`config.mk`:
```
export PLATFORM = sky130hd
export DESIGN_NAME = stopwatch_ctrl_flat
export DESIGN_NICKNAME = d
export VERILOG_FILES = /design/src/rtl/stopwatch_ctrl_pkg.sv /design/src/rtl/stopwatch_ctrl_if.sv /design/src/rtl/stopwatch_ctrl_btn_edge.sv /design/src/rtl/stopwatch_ctrl.sv /design/src/flat_wrapper.sv
export SDC_FILE = /design/constraint.sdc
export NUM_CORES = 1
export LEC_CHECK = 0
export CORE_MARGIN = 3
export CORE_UTILIZATION = 44
export DETAILED_ROUTE_END_ITERATION = 10
export PLACE_DENSITY_LB_ADDON = 0.2
export SLEW_MARGIN = 40
export SYNTH_ARGS = -nofsm -noshare
export SYNTH_HDL_FRONTEND = slang
export SYNTH_SLANG_ARGS = --single-unit
```
`constraint.sdc`:
```
create_clock -name clk -period 2 [get_ports clk]
set_input_delay 0.2 -clock clk [delete_from_list [all_inputs] [get_ports clk]]
set_output_delay 0.2 -clock clk [all_outputs]
set_load 0.1 [all_outputs]
```
`src/rtl/stopwatch_ctrl_pkg.sv`:
```
// Shared definitions for the stopwatch control slice: BCD digit limits, the full-scale value, FSM state encoding.
// No logic latency; types and constants only.
// No flow control; consumed by the control FSM and its interface.
package stopwatch_ctrl_pkg;

    localparam int unsigned BCD_BIT_WIDTH = 4;

    localparam logic [BCD_BIT_WIDTH-1:0] NINE = 4'd9;
    localparam logic [BCD_BIT_WIDTH-1:0] FIVE = 4'd5;

    // 59:59, the last displayable time; the counter chain must not advance past it.
    localparam logic [15:0] STOPWATCH_FULL = 16'h5959;

    typedef enum logic [1:0] {
        ST_IDLE  = 2'd0,
        ST_RUN   = 2'd1,
        ST_PAUSE = 2'd2,
        ST_FULL  = 2'd3
    } sw_state_t;

    typedef struct packed {
        logic [BCD_BIT_WIDTH-1:0] min1;
        logic [BCD_BIT_WIDTH-1:0] min0;
        logic [BCD_BIT_WIDTH-1:0] sec1;
        logic [BCD_BIT_WIDTH-1:0] sec0;
    } bcd_time_t;

    // True when every digit of an mm:ss value is inside its own range.
    function automatic logic bcd_time_valid(input bcd_time_t t);
        return (t.sec0 <= NINE) && (t.sec1 <= FIVE) &&
               (t.min0 <= NINE) && (t.min1 <= FIVE);
    endfunction

endpackage

```
`src/rtl/stopwatch_ctrl_if.sv`:
```
// Bundles the button levels, counter read-back and counter/display controls of the stopwatch controller.
// No latency; wiring only.
// No backpressure; all signals are level or single-cycle strobes.
interface stopwatch_ctrl_if;

    logic        btn_start;
    logic        btn_lap;
    logic        btn_clear;
    logic [15:0] preset_bcd;
    logic [15:0] cur_bcd;
    logic        count_enable;
    logic        load_value_enable;
    logic [15:0] load_value;
    logic [15:0] disp_bcd;
    logic        running;
    logic        lap_active;

    // Driver side: buttons, preset and the counter's current value.
    modport master (
        output btn_start, btn_lap, btn_clear, preset_bcd, cur_bcd,
        input  count_enable, load_value_enable, load_value, disp_bcd, running, lap_active
    );

    // Controller side.
    modport slave (
        input  btn_start, btn_lap, btn_clear, preset_bcd, cur_bcd,
        output count_enable, load_value_enable, load_value, disp_bcd, running, lap_active
    );

endinterface

```
`src/rtl/stopwatch_ctrl_btn_edge.sv`:
```
// Rising-edge detector for one debounced button level.
// Pulse is combinational from the input and the registered previous level (same cycle as the rise).
// No backpressure; one pulse per rising edge, a level held through reset yields no pulse.
module btn_edge (
    input  logic clk,
    input  logic rst,
    input  logic i_btn,
    output logic o_press
);

    logic r_prev;

    // Previous level resets high so a button held across reset is not seen as a new press.
    always_ff @(posedge clk) begin
        if (rst) begin
            r_prev <= 1'b1;
        end else begin
            r_prev <= i_btn;
        end
    end

    assign o_press = i_btn & ~r_prev;

endmodule

```
`src/rtl/stopwatch_ctrl.sv`:
```
// Stopwatch control FSM: start/pause, lap freeze and clear; generates count tick and load strobe for the BCD counter.
// Outputs registered, 1 cycle after the press edge; disp_bcd is a mux of registered sources.
// No backpressure; optional STOPWATCH_PRESET_EN makes clear load a validated preset instead of 00:00.
module stopwatch_ctrl
    import stopwatch_ctrl_pkg::*;
#(
    parameter int unsigned TICK_DIV = 100000000,  // must be >= 2
    parameter int unsigned DIV_W    = 27          // 2**DIV_W >= TICK_DIV
) (
    input  logic            clk,
    input  logic            rst,
    stopwatch_ctrl_if.slave bus
);

    localparam logic [DIV_W-1:0] LP_TERM = DIV_W'(TICK_DIV - 1);

    logic        w_start;
    logic        w_lap;
    logic        w_clear;
    logic [15:0] w_clear_val;

    sw_state_t        r_state;
    logic [DIV_W-1:0] r_presc;
    logic             r_lap_active;
    logic [15:0]      r_snap;
    logic             r_count_en;
    logic             r_load_en;
    logic [15:0]      r_load_val;
    logic             r_preset_full;

    btn_edge u_edge_start (.clk(clk), .rst(rst), .i_btn(bus.btn_start), .o_press(w_start));
    btn_edge u_edge_lap   (.clk(clk), .rst(rst), .i_btn(bus.btn_lap),   .o_press(w_lap));
    btn_edge u_edge_clear (.clk(clk), .rst(rst), .i_btn(bus.btn_clear), .o_press(w_clear));

`ifdef STOPWATCH_PRESET_EN
    // An out-of-range preset digit would push the counter into an illegal state, so fall back to 00:00.
    assign w_clear_val = bcd_time_valid(bus.preset_bcd) ? bus.preset_bcd : 16'h0000;
`else
    logic w_preset_unused;
    assign w_preset_unused = ^bus.preset_bcd;
    assign w_clear_val     = 16'h0000;
`endif

    // Control FSM with prescaler, lap snapshot and registered counter strobes; clear outranks start, start outranks lap.
    always_ff @(posedge clk) begin
        if (rst) begin
            r_state       <= ST_IDLE;
            r_presc       <= '0;
            r_lap_active  <= 1'b0;
            r_snap        <= '0;
            r_count_en    <= 1'b0;
            r_load_en     <= 1'b0;
            r_load_val    <= '0;
            r_preset_full <= 1'b0;
        end else begin
            r_count_en <= 1'b0;
            r_load_en  <= 1'b0;
            if (w_clear) begin
                r_state       <= ST_IDLE;
                r_presc       <= '0;
                r_lap_active  <= 1'b0;
                r_load_en     <= 1'b1;
                r_load_val    <= w_clear_val;
                r_preset_full <= (w_clear_val == STOPWATCH_FULL);
            end else begin
                case (r_state)
                    ST_IDLE: begin
                        if (w_start) begin
                            r_presc <= '0;
                            // A 59:59 preset has nowhere to count to.
                            r_state <= r_preset_full ? ST_FULL : ST_RUN;
                        end
                    end
                    ST_RUN: begin
                        if (bus.cur_bcd == STOPWATCH_FULL) begin
                            // Stop before the tick that would wrap the counter.
                            r_state <= ST_FULL;
                        end else if (w_start) begin
                            // Prescaler keeps its phase across the pause.
                            r_state <= ST_PAUSE;
                        end else if (r_presc == LP_TERM) begin
                            r_presc    <= '0;
                            r_count_en <= 1'b1;
                        end else begin
                            r_presc <= r_presc + DIV_W'(1);
                        end
                    end
                    ST_PAUSE: begin
                        if (w_start) begin
                            r_state <= ST_RUN;
                        end
                    end
                    ST_FULL: begin
                        r_state <= ST_FULL;
                    end
                endcase

                if (w_lap && !w_start && (r_state == ST_RUN || r_state == ST_PAUSE)) begin
                    if (!r_lap_active) begin
                        r_snap       <= bus.cur_bcd;
                        r_lap_active <= 1'b1;
                    end else begin
                        r_lap_active <= 1'b0;
                    end
                end
            end
        end
    end

    assign bus.count_enable      = r_count_en;
    assign bus.load_value_enable = r_load_en;
    assign bus.load_value        = r_load_val;
    assign bus.running           = (r_state == ST_RUN);
    assign bus.lap_active        = r_lap_active;
    assign bus.disp_bcd          = r_lap_active ? r_snap : bus.cur_bcd;

endmodule

```
`src/flat_wrapper.sv`:
```
// flat-port wrapper written by rule: the top's interface ports become plain ports
module stopwatch_ctrl_flat import stopwatch_ctrl_pkg::*;
#(
    parameter int unsigned TICK_DIV = 100000000,                 
    parameter int unsigned DIV_W    = 27                                 
)
  (clk, rst, bus_btn_start, bus_btn_lap, bus_btn_clear, bus_preset_bcd, bus_cur_bcd, bus_count_enable, bus_load_value_enable, bus_load_value, bus_disp_bcd, bus_running, bus_lap_active);
  stopwatch_ctrl_if bus_i ();
  input  logic clk;
  input  logic rst;
  input wire logic [$bits(bus_i.btn_start)-1:0] bus_btn_start;
  input wire logic [$bits(bus_i.btn_lap)-1:0] bus_btn_lap;
  input wire logic [$bits(bus_i.btn_clear)-1:0] bus_btn_clear;
  input wire logic [$bits(bus_i.preset_bcd)-1:0] bus_preset_bcd;
  input wire logic [$bits(bus_i.cur_bcd)-1:0] bus_cur_bcd;
  output wire logic [$bits(bus_i.count_enable)-1:0] bus_count_enable;
  output wire logic [$bits(bus_i.load_value_enable)-1:0] bus_load_value_enable;
  output wire logic [$bits(bus_i.load_value)-1:0] bus_load_value;
  output wire logic [$bits(bus_i.disp_bcd)-1:0] bus_disp_bcd;
  output wire logic [$bits(bus_i.running)-1:0] bus_running;
  output wire logic [$bits(bus_i.lap_active)-1:0] bus_lap_active;
  assign bus_i.btn_start = bus_btn_start;
  assign bus_i.btn_lap = bus_btn_lap;
  assign bus_i.btn_clear = bus_btn_clear;
  assign bus_i.preset_bcd = bus_preset_bcd;
  assign bus_i.cur_bcd = bus_cur_bcd;
  assign bus_count_enable = bus_i.count_enable;
  assign bus_load_value_enable = bus_i.load_value_enable;
  assign bus_load_value = bus_i.load_value;
  assign bus_disp_bcd = bus_i.disp_bcd;
  assign bus_running = bus_i.running;
  assign bus_lap_active = bus_i.lap_active;
  stopwatch_ctrl #(.TICK_DIV(TICK_DIV), .DIV_W(DIV_W)) u_core (.clk(clk), .rst(rst), .bus(bus_i));
endmodule
```
==> results of run 1 <==
[path summary, 6_finish.rpt]
path                                          from            endpoint  slack [ns]  cells after the start
worst max-delay path                bus_cur_bcd[2]   u_core.r_presc[0]        0.06                      8
worst min register to register  u_core.r_presc[23]  u_core.r_presc[23]        0.48                      1
worst min-delay path            u_core.r_presc[23]  u_core.r_presc[23]        0.48                      1
worst max register to register   u_core.r_state[1]  u_core.r_presc[17]        0.14                      9
[sequential cells by signal, summed over array words and instances (netlist names)]
name and flops:
u_core.u_edge_clear.r_prev 1, u_core.r_snap 16, u_core.u_edge_lap.r_prev 1, u_core.r_state 2, u_core.r_presc 27, u_core.bus.count_enable 1
u_core.bus.lap_active 1, u_core.u_edge_start.r_prev 1, u_core.bus.load_value_enable 1
[area by class of cell]
cell class / count / area [µm²] / share of cell area, %
inverters: 6 / 22.5 / 0.577
clock buffers: 8 / 100 / 2.56
well taps: 75 / 93.8 / 2.40
flip-flops and latches: 51 / 1030 / 26.3
multi-input cells: 249 / 1730 / 44.3
repair buffers: 82 / 932 / 23.9
[metal layers]
| metal | vias up | track usage [%] |
|---|---|---|
| met5 | - | 0 |
| met1 | 1242 | 26.4 |
| li1 | 1322 | - |
| met4 | 0 | 4.96 |
| met2 | 77 | 29.9 |
| met3 | 10 | 2.57 |
[logic make-up (layout without fill, tap and decap cells)]
family                   count (synthesis)  after routing  synth area share [%]
buffers and inverters                   39             96                  8.28
multiplexers                            35             35                  12.9
other                                    1             16                 0.131
XOR/XNOR                                 1              1                 0.305
AND/OR/NAND/NOR                        128            128                  25.7
adder cells (fa/ha/maj)                  5              5                  2.18
AO/OA/AOI/OAI                           64             64                  15.0
flip-flops                              51             51                  35.6
[what timing repair did]
action / in CTS / in global routing
buffers inserted: 0 / 4
gates resized for setup: 1 / 8
pin swaps: 0 / 4
endpoints found under the setup margin: 1 / 17
[worst max-delay path: stages]
cell,delay [ns]
sky130_fd_sc_hd__clkdlybuf4s50_1,0.46
sky130_fd_sc_hd__nor4bb_4,0.31
sky130_fd_sc_hd__buf_4,0.14
sky130_fd_sc_hd__a41o_1,0.24
sky130_fd_sc_hd__nor3_4,0.09
sky130_fd_sc_hd__buf_4,0.15
sky130_fd_sc_hd__or3b_2,0.45
sky130_fd_sc_hd__a21oi_1,0.13
[power groups by stage]
stage               sequential [mW]  clock [mW]  combinational [mW]
finish                         1.09       0.645                1.25
global route                   1.10       0.700                1.33
CTS                            1.09       0.666                1.21
detailed placement             1.12           0                1.20
global placement               1.11           0                1.19
floorplan                      1.12           0               0.852
[synth_stat cells (all sizes together) (4+ instances only)]
cell type and count:
a21oi 8, a31oi 32, a41oi 5, and3 11, and4 5, buf 26
clkbuf 7, dfxtp 51, ha 5, inv 6, mux2 16, mux2i 19
nand2 20, nand2b 8, nand3 11, nand4 9, nor2 28, nor3 10
nor4 5, nor4bb 5, o21ai 10, or2 4
[per-stage QoR]
step | hold WS, ns | TNS [ns] | power [mW] | utilization [%]
2_1_floorplan | 0.307 | -0.445 | 1.97 | -
3_3_place_gp | 0.451 | -1.34 | 2.30 | 60.6
3_5_place_dp | 0.467 | -1.97 | 2.31 | 60.6
4_1_cts | 0.481 | 0 | 2.97 | 62.3
5_1_grt | 0.501 | -0.0372 | 3.13 | 63.7
6_report | 0.481 | 0 | 2.99 | 63.7
==> qor_table.md, run 1 <==
| Metric | Reported |
|:---|:---|
| Status | completed |
| Share of Yosys cell area claimed by the top area cell type | 35.6% |
| Warnings from Yosys | 0 |
| DP Cell Count | 459 |
| Endpoints failing hold | 0 |
| Clock insertion delay at the later pin of the skew report | 0.30 ns |
| Ranking of synthesized cells by area | sky130_fd_sc_hd__dfxtp_1 36%, sky130_fd_sc_hd__a31oi_1 6.8%, sky130_fd_sc_hd__mux2i_1 6.6%, sky130_fd_sc_hd__mux2_2 6.3%, sky130_fd_sc_hd__buf_4 4.4% |
| Number of rows in the core area | 28 |
| Part of the Yosys area used for sequential elements | 35.6% |
| Shortest clock period the worst path allows after layout | 1.94 ns |
| Switching power as a share of total power | 38.4% |
| Worst min-delay path category | reg -> reg |
| Maximum number of pins on one net before global-route repair | 19 |
| Fraction of layout cells with a size suffix above 1 | 27.0% |
| WL met3 | 297 µm |
| Number of non-filler instances in the completed layout | 471 |
| Top-level port count | 73 |
| CTS H-Tree Depth | 2 |
| Metal2 WL | 3.24 mm |
| Global placement routability congestion | 0.831 |
| CTS max path bufs | 2 |
| First-pass GRT wire length | 11.4 mm |
| First drt pass iteration count | 5 |
| Net switching power | 1.15 mW |
| Violation count after the first detailed-routing iteration | 120 |
| Static leakage power | 1.45 nW |
| Number of enable-type register cells in the synthesized netlist | 0 |
| Final Skew | 0.00919 ns |
| Antenna-violating nets left | 0 |
| Number of global-route vias before repair | 2412 |
| Cell area after technology mapping | 2870 µm² |
| Number of nets in the layout | 437 |
| Chip width | 86.8 µm |
| Max-slew violation count | 0 |
| Clock tree from TritonCTS | yes |
| Max frequency | 0.516 GHz |
| Detailed-route wire length | 6.79 mm |
| Final setup violation count | 0 |
| Max rail drop VDD | 0.638 mV |
| Initial standard-cell utilization of the core | 46.8% |
| Final setup margin | 0.0629 ns |
| Top routing layer in use | met4 |
| Critical Path Sink Type | register |
| MaxCap Viol Count | 0 |
| Logic gate share of total power | 41.8% |
| Commonest non-fill, non-tap cell in the layout | sky130_fd_sc_hd__dfxtp_1 |
| Kind of launch point of the worst setup path | input pin |
| Predominant post-synthesis flop cell | sky130_fd_sc_hd__dfxtp_1 |
| Floorplan die area | 7530 µm² |
| Antenna diode instance count | 0 |
| Share of flip-flops with an asynchronous set or reset after synthesis | 0% |
| Fraction of power consumed by sequential logic | 36.6% |
| Clock Sink Count | 51 |
| Sum of routed wire segments on met1 | 3.17 mm |
| Total via count in the routed design | 2651 |
| Clock Power Share | 21.6% |
| Mean instance size in the synthesized netlist | 8.86 µm² |
| Arrival time at the worst endpoint | 2.18 ns |
| GR Util All Layers | 18.7% |
| Number of flip-flops and latches in the synthesized netlist | 51 |
| Unrepaired setup endpoints after global routing | true |
| Critical path data required time | 2.24 ns |
| Overall die height | 86.8 µm |
| Area growth from synthesis to final layout | 35.9% |
| Area of the placeable core | 6130 µm² |
| Final cell area excluding filler cells | 3900 µm² |
| Final HPWL from detailed placement | 5.02 mm |
| Critical-path maximum fanout | 6 |
| Minimum setup slack after placement | -0.198 ns |
| GRT overflow | 0 |
| Cell Pwr Density | 765 nW/µm² |
| Average wire length per cell after detail routing | 14.4 µm |
| Worst Path Class, Setup | in -> reg |
| Number of antenna violations at the first check in global routing | 0 |
| Synth cell types | 45 |
| Number of buffer cells added on primary ports | 40 |
| Post-CTS Hold Buffers | 0 |
| CTS root buf | sky130_fd_sc_hd__clkbuf_8 |
| Clock buffers created by TritonCTS | 5 |
| DRC violations left | 0 |
| Ratio of routed vias to standard cells | 5.63 |
| Number of inserted filler cells in the final layout | 521 |
| Cell accounting for the most synthesized area | sky130_fd_sc_hd__dfxtp_1 |
| Post-CTS clock slew at the launch and capture registers of the worst setup and hold paths | 0.09 ns |
| Most frequent cells in the layout | 49 x sky130_fd_sc_hd__dfxtp_1, 40 x sky130_fd_sc_hd__buf_4, 31 x sky130_fd_sc_hd__a31oi_1, 27 x sky130_fd_sc_hd__nor2_1, 21 x sky130_fd_sc_hd__buf_12 |
| Total placed instance area | 3720 µm² |
| Number of instances in the synthesized netlist | 324 |
| Internal portion of total power | 1.84 mW |
| Post-route fraction of the period consumed by the critical path | 96.9% |
Power figures use the tool's default switching activity.
==> run 2, diff against run 1 <==
--- a/config.mk
+++ b/config.mk
@@ -5,6 +5,8 @@
 export SDC_FILE = /design/constraint.sdc
 export NUM_CORES = 1
 export LEC_CHECK = 0
+export CAP_MARGIN = 30
+export CORE_ASPECT_RATIO = 1.4
 export CORE_MARGIN = 3
 export CORE_UTILIZATION = 44
 export DETAILED_ROUTE_END_ITERATION = 10
==> run 2 against run 1 <==
Effect of this change: first-iteration DRC count grew 33%; clock skew grew 0.00059 ns; clock-buffer cell count shrank 1; hold slack lost 0.0029 ns; worst setup slack gained 0.025 ns; power shrank 2.9%; flip-flop and latch count is the same; critical path type is now reg -> reg.
==> qor_table.md, run 2 (synthesis gave the netlist of run 1 again) <==
| Metric | Reported |
|:---|:---|
| Violation count after the first detailed-routing iteration | 160 |
| Arrival time at the worst endpoint | 2.12 ns |
| Post-CTS clock slew at the launch and capture registers of the worst setup and hold paths | 0.09 ns |
| First-pass GRT wire length | 11.6 mm |
| Critical-path maximum fanout | 14 |
| Critical path data required time | 2.21 ns |
| Ratio of routed vias to standard cells | 5.70 |
| Average wire length per cell after detail routing | 14.9 µm |
| Detailed-route wire length | 6.90 mm |
| Max-slew headroom | 62.3% |
| Antenna-violating nets left | 0 |
| Final HPWL from detailed placement | 5.19 mm |
| Overall power after layout | 2.90 mW |
| MaxCap Viol Count | 0 |
| Worst min-delay path category | reg -> reg |
| Area growth from synthesis to final layout | 32.9% |
| Shortest clock period the worst path allows after layout | 1.91 ns |
| Static leakage power | 1.42 nW |
| Max-slew violation count | 0 |
| Worst setup slack for register-to-register paths | 0.09 ns |
| Final Skew | 0.00978 ns |
| First drt pass iteration count | 4 |
| CTS max path bufs | 2 |
| Reg-to-reg endpoint | u_core.r_presc[8] |
| Number of rows in the core area | 34 |
| Number of cells upsized or downsized after cts | 1 |
| Max FFs per register | 27 |
| Status | completed |
| Cell Pwr Density | 760 nW/µm² |
| Post-CTS Repair Setup Buffers | 0 |
| Overall die height | 102 µm |
| Commonest non-fill, non-tap cell in the layout | sky130_fd_sc_hd__dfxtp_1 |
| Post-CTS Hold Buffers | 0 |
| Launch instance of the worst register-to-register path | u_core.r_state[1] |
| Clock Sink Count | 51 |
| Final setup violation count | 0 |
| Internal portion of total power | 1.76 mW |
| Clock Power Share | 20.0% |
| Worst Setup SP | u_core.r_state[1] |
| Max frequency | 0.523 GHz |
| Reg2Reg Depth | 8 |
| Maximum number of pins on one net before global-route repair | 22 |
| Critical Path Sink Type | register |
| Antenna diode instance count | 0 |
| DP Cell Count | 454 |
| GR Util All Layers | 19.2% |
| Fraction of power consumed by sequential logic | 37.6% |
| Top-level port count | 73 |
| Number of buffer cells added on primary ports | 40 |
| Largest registers | u_core.r_presc x27, u_core.r_snap x16, u_core.r_state x2 |
| Number of nets in the layout | 431 |
| Clock insertion delay at the later pin of the skew report | 0.31 ns |
| Number of non-filler instances in the completed layout | 462 |
| Fraction of layout cells with a size suffix above 1 | 25.4% |
| GRT overflow | 0 |
| Floorplan die area | 7550 µm² |
| Area of the placeable core | 6250 µm² |
| Worst Path Class, Setup | reg -> reg |
| Switching power as a share of total power | 39.5% |
| Clock buffers created by TritonCTS | 5 |
| Initial standard-cell utilization of the core | 45.9% |
| Most frequent cells in the layout | 50 x sky130_fd_sc_hd__dfxtp_1, 37 x sky130_fd_sc_hd__buf_4, 31 x sky130_fd_sc_hd__a31oi_1, 27 x sky130_fd_sc_hd__nor2_1 |
| Clock tree from TritonCTS | yes |
| Unrepaired setup endpoints after global routing | true |
| Largest register by flop count | u_core.r_presc |
| Post-route fraction of the period consumed by the critical path | 95.6% |
| Slew of the pin with the lowest slew margin | 0.564 ns |
| Total via count in the routed design | 2635 |
| Number of global-route vias before repair | 2562 |
| Min-Delay Startpoint | u_core.r_presc[23] |
| Worst hold margin | 0.478 ns |
| Endpoints failing hold | 0 |
| Kind of launch point of the worst setup path | register |
| DRC violations left | 0 |
| Logic gate share of total power | 42.4% |
| Number of antenna violations at the first check in global routing | 0 |
| Max rail drop VDD | 0.382 mV |
| Net switching power | 1.15 mW |
| Endpoint of the worst hold-timing path | u_core.r_presc[23] |
| Depth of the worst hold-timing path | 1 |
| Global placement routability congestion | 0.871 |
| CTS root buf | sky130_fd_sc_hd__clkbuf_8 |
| Chip width | 74.3 µm |
| CTS H-Tree Depth | 2 |
[run 2: power groups by stage]
stage               registers (mW)  logic [mW]  clock network, mW
floorplan                     1.12       0.852                  0
global placement              1.11        1.20                  0
detailed placement            1.11        1.21                  0
CTS                           1.09        1.21              0.597
global route                  1.10        1.31              0.639
finish                        1.09        1.23              0.581
[run 2: cell type report]
type | instances | area [µm²]
repair buffers | 76 | 850
flip-flops and latches | 51 | 1020
inverters | 6 | 22.5
well taps | 72 | 90.1
fillers | 555 | 2440
multi-input cells | 249 | 1750
clock buffers | 7 | 76.3
clock inverters | 1 | 5.00
[run 2: worst max-delay path by stage]
stage          slack, ns                  to  depth (start not counted)
2_1_floorplan      -0.05    u_core.r_snap[0]                          5
3_3_place_gp       -0.17   u_core.r_presc[0]                          7
3_5_place_dp       -0.17   u_core.r_presc[0]                          7
4_1_cts             0.05  u_core.r_presc[17]                          9
5_1_grt            -0.02   u_core.r_presc[2]                          7
6_report            0.09   u_core.r_presc[8]                          8
[run 2: layer usage]
metal  GRT usage, %  up-vias  share of wire, %
li1               -     1303                 -
met1           22.7     1256                41
met2           33.1       64                52
met3           4.87       12               5.2
met4           7.26        0               2.0
met5              0        -                 0
[run 2: worst max-delay path, cell delays in order, from the launching register on]
cell	delay [ns]
sky130_fd_sc_hd__dfxtp_1	0.33
sky130_fd_sc_hd__inv_1	0.11
sky130_fd_sc_hd__ha_4	0.16
sky130_fd_sc_hd__inv_1	0.08
sky130_fd_sc_hd__a41o_1	0.24
sky130_fd_sc_hd__nor3_2	0.27
sky130_fd_sc_hd__buf_4	0.27
sky130_fd_sc_hd__o21ai_0	0.11
sky130_fd_sc_hd__a31o_2	0.24
[run 2: metrics by stage]
| stage | worst slack [ns] | setup TNS (ns) | instance area, µm² | utilization (%) |
|---|---|---|---|---|
| 2_1_floorplan | -0.0507 | -0.445 | 2950 | - |
| 3_3_place_gp | -0.174 | -3.10 | 3670 | 58.7 |
| 3_5_place_dp | -0.169 | -3.18 | 3680 | 58.8 |
| 4_1_cts | 0.0473 | 0 | 3770 | 60.2 |
| 5_1_grt | -0.0152 | -0.0340 | 3820 | 61.0 |
| 6_report | 0.0877 | 0 | 3820 | 61.0 |
